`config.mk`:
```
export PLATFORM = sky130hd
export DESIGN_NAME = wb_rr_arbiter_flat
export DESIGN_NICKNAME = d
export VERILOG_FILES = /design/src/rtl/orpsoc_wb_pkg.sv /design/src/rtl/wb_rr_arbiter_if.sv /design/src/rtl/rr_pick.sv /design/src/rtl/wb_rr_arbiter.sv /design/src/flat_wrapper.sv
export SDC_FILE = /design/constraint.sdc
export NUM_CORES = 1
export LEC_CHECK = 0
export CORE_AREA = 2 2 173 175
export DETAILED_ROUTE_END_ITERATION = 7
export DIE_AREA = 0 0 175 177
export PLACE_DENSITY = 0.55
export SLEW_MARGIN = 30
export SYNTH_ARGS = -nofsm -noshare
export SYNTH_HDL_FRONTEND = slang
export SYNTH_SLANG_ARGS = --single-unit
```
`constraint.sdc`:
```
create_clock -name wb_clk_i -period 2.9 [get_ports wb_clk_i]
set_input_delay 0.435 -clock wb_clk_i [delete_from_list [all_inputs] [get_ports wb_clk_i]]
set_output_delay 0.435 -clock wb_clk_i [all_outputs]
set_load 0.05 [all_outputs]
```
`src/rtl/orpsoc_wb_pkg.sv`:
```
// Shared Wishbone definitions for the ORPSoC bus fabric: cycle-type/burst
// encodings, default bus widths and the arbiter state type.
package orpsoc_wb_pkg;

  localparam int WB_AW = 32;
  localparam int WB_DW = 32;

  typedef enum logic [2:0] {
    CTI_CLASSIC = 3'b000,
    CTI_CONST   = 3'b001,
    CTI_INCR    = 3'b010,
    CTI_EOB     = 3'b111
  } wb_cti_e;

  typedef enum logic [1:0] {
    BTE_LINEAR = 2'b00,
    BTE_WRAP4  = 2'b01,
    BTE_WRAP8  = 2'b10,
    BTE_WRAP16 = 2'b11
  } wb_bte_e;

  typedef enum logic {
    ARB_IDLE  = 1'b0,
    ARB_OWNED = 1'b1
  } arb_state_e;

  // Width of a master index; never zero, even for a single master.
  function automatic int idx_w(input int n);
    return (n > 1) ? $clog2(n) : 1;
  endfunction

endpackage

```
`src/rtl/wb_rr_arbiter_if.sv`:
```
// Bundle of packed master requests/responses, the shared slave port and the
// grant vector. slave = arbiter view, master = view of the surrounding fabric.
interface wb_rr_arbiter_if
  import orpsoc_wb_pkg::*;
#(
  parameter int NUM_M = 3,
  parameter int AW    = WB_AW,
  parameter int DW    = WB_DW
) ();

  logic [NUM_M-1:0][AW-1:0]   m_adr_i;
  logic [NUM_M-1:0][DW-1:0]   m_dat_i;
  logic [NUM_M-1:0][DW/8-1:0] m_sel_i;
  logic [NUM_M-1:0]           m_we_i;
  logic [NUM_M-1:0]           m_cyc_i;
  logic [NUM_M-1:0]           m_stb_i;
  logic [NUM_M-1:0][2:0]      m_cti_i;
  logic [NUM_M-1:0][1:0]      m_bte_i;

  logic [NUM_M-1:0][DW-1:0]   m_dat_o;
  logic [NUM_M-1:0]           m_ack_o;
  logic [NUM_M-1:0]           m_err_o;
  logic [NUM_M-1:0]           m_rty_o;

  logic [AW-1:0]              s_adr_o;
  logic [DW-1:0]              s_dat_o;
  logic [DW/8-1:0]            s_sel_o;
  logic                       s_we_o;
  logic                       s_cyc_o;
  logic                       s_stb_o;
  logic [2:0]                 s_cti_o;
  logic [1:0]                 s_bte_o;

  logic [DW-1:0]              s_dat_i;
  logic                       s_ack_i;
  logic                       s_err_i;
  logic                       s_rty_i;

  logic [NUM_M-1:0]           grant_o;

  modport slave (
    input  m_adr_i, m_dat_i, m_sel_i, m_we_i, m_cyc_i, m_stb_i, m_cti_i, m_bte_i,
    input  s_dat_i, s_ack_i, s_err_i, s_rty_i,
    output m_dat_o, m_ack_o, m_err_o, m_rty_o,
    output s_adr_o, s_dat_o, s_sel_o, s_we_o, s_cyc_o, s_stb_o, s_cti_o, s_bte_o,
    output grant_o
  );

  modport master (
    output m_adr_i, m_dat_i, m_sel_i, m_we_i, m_cyc_i, m_stb_i, m_cti_i, m_bte_i,
    output s_dat_i, s_ack_i, s_err_i, s_rty_i,
    input  m_dat_o, m_ack_o, m_err_o, m_rty_o,
    input  s_adr_o, s_dat_o, s_sel_o, s_we_o, s_cyc_o, s_stb_o, s_cti_o, s_bte_o,
    input  grant_o
  );

endinterface

```
`src/rtl/rr_pick.sv`:
```
// Combinational round-robin picker: first requester found scanning upward
// from last_i+1 (modulo NUM_M) wins.
module rr_pick
  import orpsoc_wb_pkg::*;
#(
  parameter int NUM_M = 3,
  parameter int IW    = idx_w(NUM_M)
) (
  input  logic [NUM_M-1:0] req_i,
  input  logic [IW-1:0]    last_i,
  output logic [NUM_M-1:0] gnt_o,
  output logic [IW-1:0]    idx_o
);

  logic [IW-1:0] cand;

  // Scan farthest-first so the nearest requester after last_i overwrites.
  always_comb begin
    gnt_o = '0;
    idx_o = '0;
    cand  = '0;
    for (int k = NUM_M; k >= 1; k--) begin
      cand = IW'((int'(last_i) + k) % NUM_M);
      if (req_i[cand]) begin
        gnt_o       = '0;
        gnt_o[cand] = 1'b1;
        idx_o       = cand;
      end
    end
  end

endmodule

```
`src/rtl/wb_rr_arbiter.sv`:
```
// Round-robin Wishbone arbiter: NUM_M masters share one slave port, with a
// response watchdog that errors the owner when the slave goes silent.
//
//   state     | meaning
//   ARB_IDLE  | no owner; any m_cyc_i is arbitrated at the next edge
//   ARB_OWNED | one master owns the slave port until it drops m_cyc_i
module wb_rr_arbiter
  import orpsoc_wb_pkg::*;
#(
  parameter int NUM_M   = 3,
  parameter int DW      = WB_DW,
  parameter int AW      = WB_AW,
  parameter int TIMEOUT = 255
) (
  input  logic             wb_clk_i,
  input  logic             wb_rst_ni,
  wb_rr_arbiter_if.slave   bus
);

  localparam int              IW       = idx_w(NUM_M);
  localparam logic [9:0]      TO_C     = 10'(TIMEOUT);
  localparam logic [IW-1:0]   LAST_RST = IW'(NUM_M - 1);

  arb_state_e       state_q, state_d;
  logic [NUM_M-1:0] grant_q, grant_d;
  logic [IW-1:0]    owner_q, owner_d;
  logic [IW-1:0]    last_q, last_d;
  logic [9:0]       wdog_q, wdog_d;

  logic [NUM_M-1:0] pick_gnt;
  logic [IW-1:0]    pick_idx;
  logic             owned, own_cyc, stb_raw, wdog_fire, s_resp;

  logic [AW-1:0]    adr_mux;
  logic [DW-1:0]    dat_mux;
  logic [DW/8-1:0]  sel_mux;

  rr_pick #(.NUM_M(NUM_M), .IW(IW)) u_pick (
    .req_i  (bus.m_cyc_i),
    .last_i (last_q),
    .gnt_o  (pick_gnt),
    .idx_o  (pick_idx)
  );

  assign owned     = (state_q == ARB_OWNED);
  assign own_cyc   = bus.m_cyc_i[owner_q];
  assign stb_raw   = owned & own_cyc & bus.m_stb_i[owner_q];
  assign wdog_fire = owned && (wdog_q == TO_C);
  assign s_resp    = bus.s_ack_i | bus.s_err_i | bus.s_rty_i;

  always_ff @(posedge wb_clk_i or negedge wb_rst_ni) begin
    if (!wb_rst_ni) begin
      state_q <= ARB_IDLE;
      grant_q <= '0;
      owner_q <= '0;
      last_q  <= LAST_RST;
      wdog_q  <= '0;
    end else begin
      state_q <= state_d;
      grant_q <= grant_d;
      owner_q <= owner_d;
      last_q  <= last_d;
      wdog_q  <= wdog_d;
    end
  end

  always_comb begin
    state_d = state_q;
    grant_d = grant_q;
    owner_d = owner_q;
    last_d  = last_q;
    case (state_q)
      ARB_IDLE: begin
        if (|bus.m_cyc_i) begin
          state_d = ARB_OWNED;
          grant_d = pick_gnt;
          owner_d = pick_idx;
        end
      end
      ARB_OWNED: begin
        if (!own_cyc) begin
          state_d = ARB_IDLE;
          grant_d = '0;
          last_d  = owner_q;
        end
      end
    endcase
    // Counts consecutive strobed cycles with no slave response.
    wdog_d = (wdog_fire || s_resp || !stb_raw) ? 10'd0 : wdog_q + 10'd1;
  end

  assign adr_mux     = bus.m_adr_i[owner_q];
  assign dat_mux     = bus.m_dat_i[owner_q];
  assign sel_mux     = bus.m_sel_i[owner_q];

  assign bus.s_adr_o = adr_mux;
  assign bus.s_dat_o = dat_mux;
  assign bus.s_sel_o = sel_mux;
  assign bus.s_we_o  = bus.m_we_i[owner_q];
  assign bus.s_cti_o = bus.m_cti_i[owner_q];
  assign bus.s_bte_o = bus.m_bte_i[owner_q];
  assign bus.s_cyc_o = owned & own_cyc;
  assign bus.s_stb_o = stb_raw & ~wdog_fire;

  // grant_q is zero outside ARB_OWNED, so responses only ever reach the owner,
  // including an ack arriving in the cycle the owner drops cyc.
  assign bus.m_dat_o = {NUM_M{bus.s_dat_i}};
  assign bus.m_ack_o = grant_q & {NUM_M{bus.s_ack_i}};
  assign bus.m_err_o = grant_q & {NUM_M{bus.s_err_i | wdog_fire}};
  assign bus.m_rty_o = grant_q & {NUM_M{bus.s_rty_i}};
  assign bus.grant_o = grant_q;

endmodule

```
`src/flat_wrapper.sv`:
```
// flat-port wrapper written by rule: the top's interface ports become plain ports
module wb_rr_arbiter_flat import orpsoc_wb_pkg::*;
#(
  parameter int NUM_M   = 3,
  parameter int DW      = WB_DW,
  parameter int AW      = WB_AW,
  parameter int TIMEOUT = 255
)
  (wb_clk_i, wb_rst_ni, bus_m_adr_i, bus_m_dat_i, bus_m_sel_i, bus_m_we_i, bus_m_cyc_i, bus_m_stb_i, bus_m_cti_i, bus_m_bte_i, bus_s_dat_i, bus_s_ack_i, bus_s_err_i, bus_s_rty_i, bus_m_dat_o, bus_m_ack_o, bus_m_err_o, bus_m_rty_o, bus_s_adr_o, bus_s_dat_o, bus_s_sel_o, bus_s_we_o, bus_s_cyc_o, bus_s_stb_o, bus_s_cti_o, bus_s_bte_o, bus_grant_o);
  wb_rr_arbiter_if #(.NUM_M(NUM_M), .AW(AW), .DW(DW)) bus_i ();
  input  logic wb_clk_i;
  input  logic wb_rst_ni;
  input wire logic [$bits(bus_i.m_adr_i)-1:0] bus_m_adr_i;
  input wire logic [$bits(bus_i.m_dat_i)-1:0] bus_m_dat_i;
  input wire logic [$bits(bus_i.m_sel_i)-1:0] bus_m_sel_i;
  input wire logic [$bits(bus_i.m_we_i)-1:0] bus_m_we_i;
  input wire logic [$bits(bus_i.m_cyc_i)-1:0] bus_m_cyc_i;
  input wire logic [$bits(bus_i.m_stb_i)-1:0] bus_m_stb_i;
  input wire logic [$bits(bus_i.m_cti_i)-1:0] bus_m_cti_i;
  input wire logic [$bits(bus_i.m_bte_i)-1:0] bus_m_bte_i;
  input wire logic [$bits(bus_i.s_dat_i)-1:0] bus_s_dat_i;
  input wire logic [$bits(bus_i.s_ack_i)-1:0] bus_s_ack_i;
  input wire logic [$bits(bus_i.s_err_i)-1:0] bus_s_err_i;
  input wire logic [$bits(bus_i.s_rty_i)-1:0] bus_s_rty_i;
  output wire logic [$bits(bus_i.m_dat_o)-1:0] bus_m_dat_o;
  output wire logic [$bits(bus_i.m_ack_o)-1:0] bus_m_ack_o;
  output wire logic [$bits(bus_i.m_err_o)-1:0] bus_m_err_o;
  output wire logic [$bits(bus_i.m_rty_o)-1:0] bus_m_rty_o;
  output wire logic [$bits(bus_i.s_adr_o)-1:0] bus_s_adr_o;
  output wire logic [$bits(bus_i.s_dat_o)-1:0] bus_s_dat_o;
  output wire logic [$bits(bus_i.s_sel_o)-1:0] bus_s_sel_o;
  output wire logic [$bits(bus_i.s_we_o)-1:0] bus_s_we_o;
  output wire logic [$bits(bus_i.s_cyc_o)-1:0] bus_s_cyc_o;
  output wire logic [$bits(bus_i.s_stb_o)-1:0] bus_s_stb_o;
  output wire logic [$bits(bus_i.s_cti_o)-1:0] bus_s_cti_o;
  output wire logic [$bits(bus_i.s_bte_o)-1:0] bus_s_bte_o;
  output wire logic [$bits(bus_i.grant_o)-1:0] bus_grant_o;
  assign bus_i.m_adr_i = bus_m_adr_i;
  assign bus_i.m_dat_i = bus_m_dat_i;
  assign bus_i.m_sel_i = bus_m_sel_i;
  assign bus_i.m_we_i = bus_m_we_i;
  assign bus_i.m_cyc_i = bus_m_cyc_i;
  assign bus_i.m_stb_i = bus_m_stb_i;
  assign bus_i.m_cti_i = bus_m_cti_i;
  assign bus_i.m_bte_i = bus_m_bte_i;
  assign bus_i.s_dat_i = bus_s_dat_i;
  assign bus_i.s_ack_i = bus_s_ack_i;
  assign bus_i.s_err_i = bus_s_err_i;
  assign bus_i.s_rty_i = bus_s_rty_i;
  assign bus_m_dat_o = bus_i.m_dat_o;
  assign bus_m_ack_o = bus_i.m_ack_o;
  assign bus_m_err_o = bus_i.m_err_o;
  assign bus_m_rty_o = bus_i.m_rty_o;
  assign bus_s_adr_o = bus_i.s_adr_o;
  assign bus_s_dat_o = bus_i.s_dat_o;
  assign bus_s_sel_o = bus_i.s_sel_o;
  assign bus_s_we_o = bus_i.s_we_o;
  assign bus_s_cyc_o = bus_i.s_cyc_o;
  assign bus_s_stb_o = bus_i.s_stb_o;
  assign bus_s_cti_o = bus_i.s_cti_o;
  assign bus_s_bte_o = bus_i.s_bte_o;
  assign bus_grant_o = bus_i.grant_o;
  wb_rr_arbiter #(.NUM_M(NUM_M), .DW(DW), .AW(AW), .TIMEOUT(TIMEOUT)) u_core (.wb_clk_i(wb_clk_i), .wb_rst_ni(wb_rst_ni), .bus(bus_i));
endmodule
```
==> impl_metrics.py <==
metrics = {
    "outcome": {
        "outcome": "finished clean",
    },
    "global_routing": {
        "grt_pass1_wl_mm": 24.2,
        "grt_pass1_vias": 4052,
        "grt_overflow_total": 0,
        "grt_use_total_pct": 10.0,
        "grt_max_degree": 52,
        "grt_antenna_before_repair": 0,
    },
    "synth": {
        "synth_edf_count": 0,
        "yosysWarnings": 0,
        "yosysSeqAreaShare_pct": 12.9,
        "ys_ff_latch": 18,
        "synthTopCellsByArea": "mux2i_1, buf_4, dfrtp_1, o21ai_0, nand2_1",
        "synth.top_cell.area_share_pct": 22.3,
        "synth_area_um2": 3500,
        "yosysTopAreaCell": "mux2i_1",
        "synth_area_per_cell_um2": 7.26,
        "syn_nets": 752,
        "synthCells": 482,
        "ys.flop_type": "dfrtp_1",
        "async_flop_share_pct": 100,
        "synth_cell_types": 42,
    },
    "cts": {
        "root_buffer": "clkbuf_16",
        "clockBufferDepth": 2,
        "path_clk_slew_ps": 50,
        "post_cts_buffers": 0,
        "cts_tree": "built",
        "cts_resized": 0,
        "cts_hold_buf": 0,
        "clock_sinks": 18,
        "numCtsBuffers": 3,
        "cts-htree-levels": 1,
        "clock_latency_ps": 250,
    },
    "sta": {
        "setup_violations": 0,
        "fin_skew_ps": 1.54,
        "final_hold_viol_count": 0,
        "final-max-slew-violation-count": 0,
        "fmax_mhz": 390,
        "fin_ws_ps": 339,
        "rsz0062_at_grt": "false",
        "post-route-period-util_pct": 88.3,
        "worst_slew_pin_slew_ps": 860,
        "min_period_ps": 2560,
        "setup_tns_ps": 0,
        "relSlewSlack_pct": 42.5,
    },
    "setup_path": {
        "critPathMaxStageDelay_ps": 570,
        "cp-start-kind": "flip-flop",
        "critPathMaxFanout": 4,
        "required_ps": 2470,
        "cp_cell_sequence": "ha_1 -> nand4_1 -> or4b_4 -> nor2b_4 -> nor2b_1 -> buf_12",
        "worstSetupPathType": "flip-flop to output port",
        "cp_data_arrival_time_ps": 2130,
        "slowest_stage": "or4b_4",
        "crit_path_end_kind": "output port",
    },
    "detailed_routing": {
        "routedWlPerCell_um": 15.6,
        "drtAntennaViolNets": 0,
        "routed_via_density": 3.72,
        "drtIter0Drc": 116,
        "drcViolationCount": 0,
        "via_count": 4011,
        "first_pass_iters": 4,
        "totalWireLength_mm": 16.8,
    },
    "layout": {
        "design_area_um2": 7320,
        "syn_to_final_growth_pct": 109,
        "instances_no_fill": 1077,
        "layout_commonest_cell": "clkdlybuf4s50_1",
        "layout.nets": 958,
        "most-common-layout-cells": "clkdlybuf4s50_1, buf_12, nand2_1, mux2i_1, o21ai_0",
        "multi_input_area_um2": 2170,
        "n_antenna_cell": 0,
        "drive_gt1_share_pct": 15.1,
        "fillers": 3127,
        "seq_area_um2": 457,
    },
    "placed_design": {
        "numPortBuffers": 320,
        "placed_area_um2": 7240,
        "hpwl_mm": 13.7,
        "gp_congestion": 0.797,
        "dp.cells": 1073,
        "pre_cts_slack_ps": 495,
    },
    "worst_hold_path": {
        "hold_class": "flip-flop to flip-flop",
    },
    "floorplan": {
        "rows": 63,
        "coreArea_um2": 29200,
        "fp.dieArea_um2": 31000,
        "ios": 449,
        "dieWidth_um": 175,
        "die-height_um": 177,
        "start_util_pct": 12.0,
    },
    "power_and_ir_drop": {
        "p_per_area_nw_per_um2": 1040,
        "power_leakage_nw": 2.79,
        "irDropWorstVdd_mv": 0.391,
    },
    "flow_run": {
        "maxCapViolCount": 0,
    },
}
-- final cells by class --
cell class / instances / area share, %
Clock buffer: 4 / 1.08
Inverter: 6 / 0.308
Multi-Input combinational cell: 331 / 29.6
Sequential cell: 18 / 6.24
Tap cell: 390 / 6.67
Timing Repair Buffer: 328 / 56.1
-- worst max-delay path, delay by kind of cell, from the launching register on --
family | cells | cell delay [ps]
AND/OR/NAND/NOR | 4 | 1080
buffers and inverters | 1 | 170
adder cells (fa/ha/maj) | 1 | 240
flip-flops | 1 | 380
-- sequential cells by signal (all words and copies together) (netlist names) --
name	cells
u_core.owner_q	2
u_core.owned	1
u_core.bus.grant_o	3
u_core.wdog_q	10
u_core.last_q	2
-- final timing paths --
kind	startpoint	end	slack, ps	cells past startpoint
min in group asynchronous	wb_rst_ni	u_core.bus.grant_o[0]	680	1
min	u_core.wdog_q[0]	u_core.wdog_q[0]	480	1
max	u_core.wdog_q[0]	bus_m_err_o[2]	340	6
min reg2reg	u_core.wdog_q[0]	u_core.wdog_q[0]	480	1
max reg2reg	u_core.last_q[0]	u_core.owner_q[0]	870	6
max in group asynchronous	wb_rst_ni	u_core.owner_q[1]	1590	1
-- per-layer routing --
metal | wire length (µm) | global-route usage, % | vias to the layer above
met5 | 0 | 0 | -
met4 | 320 | 2.33 | 0
met3 | 1530 | 3.07 | 28
met2 | 7710 | 16.1 | 218
met1 | 7260 | 13.0 | 1797
li1 | - | - | 1968
-- cells in the mapped netlist (all sizes together) (5+ instances only) --
cell and n:
o21ai 76, ha 5, buf 116, nor2 14
and3 5, and2 8, nand2b 6, mux2i 78
nor2b 5, clkbuf 11, nand4 6, inv 6
a21oi 8, nand2 81, xor2 6, dfrtp 17
-- through the flow --
stage,hold WS (ps),utilization (%),total power [mW]
2_1_floorplan,139,-,4.25
4_1_cts,484,25.0,7.72
6_report,485,25.0,7.61
5_1_grt,517,25.0,7.96
3_5_place_dp,476,24.8,7.41
3_3_place_gp,463,24.8,7.40
-- report_power, final --
| group | switching, mW | internal [mW] | leakage [nW] |
|---|---|---|---|
| Clock | 0.0963 | 0.187 | 0.0382 |
| Combinational | 3.85 | 3.07 | 2.52 |
| Sequential | 0.0867 | 0.314 | 0.235 |
-- cell families after synthesis --
kind of cell	count (synthesis)	share of synthesized area [%]
AOI/OAI and AO/OA	102	16.5
xor gates and xnor gates	8	2.00
muxes	81	23.3
buffers and inverters	133	25.4
adders and majority gates	5	1.79
DFF	18	12.9
and+or+nand+nor	135	18.1
(Power assumes the default switching activity.)
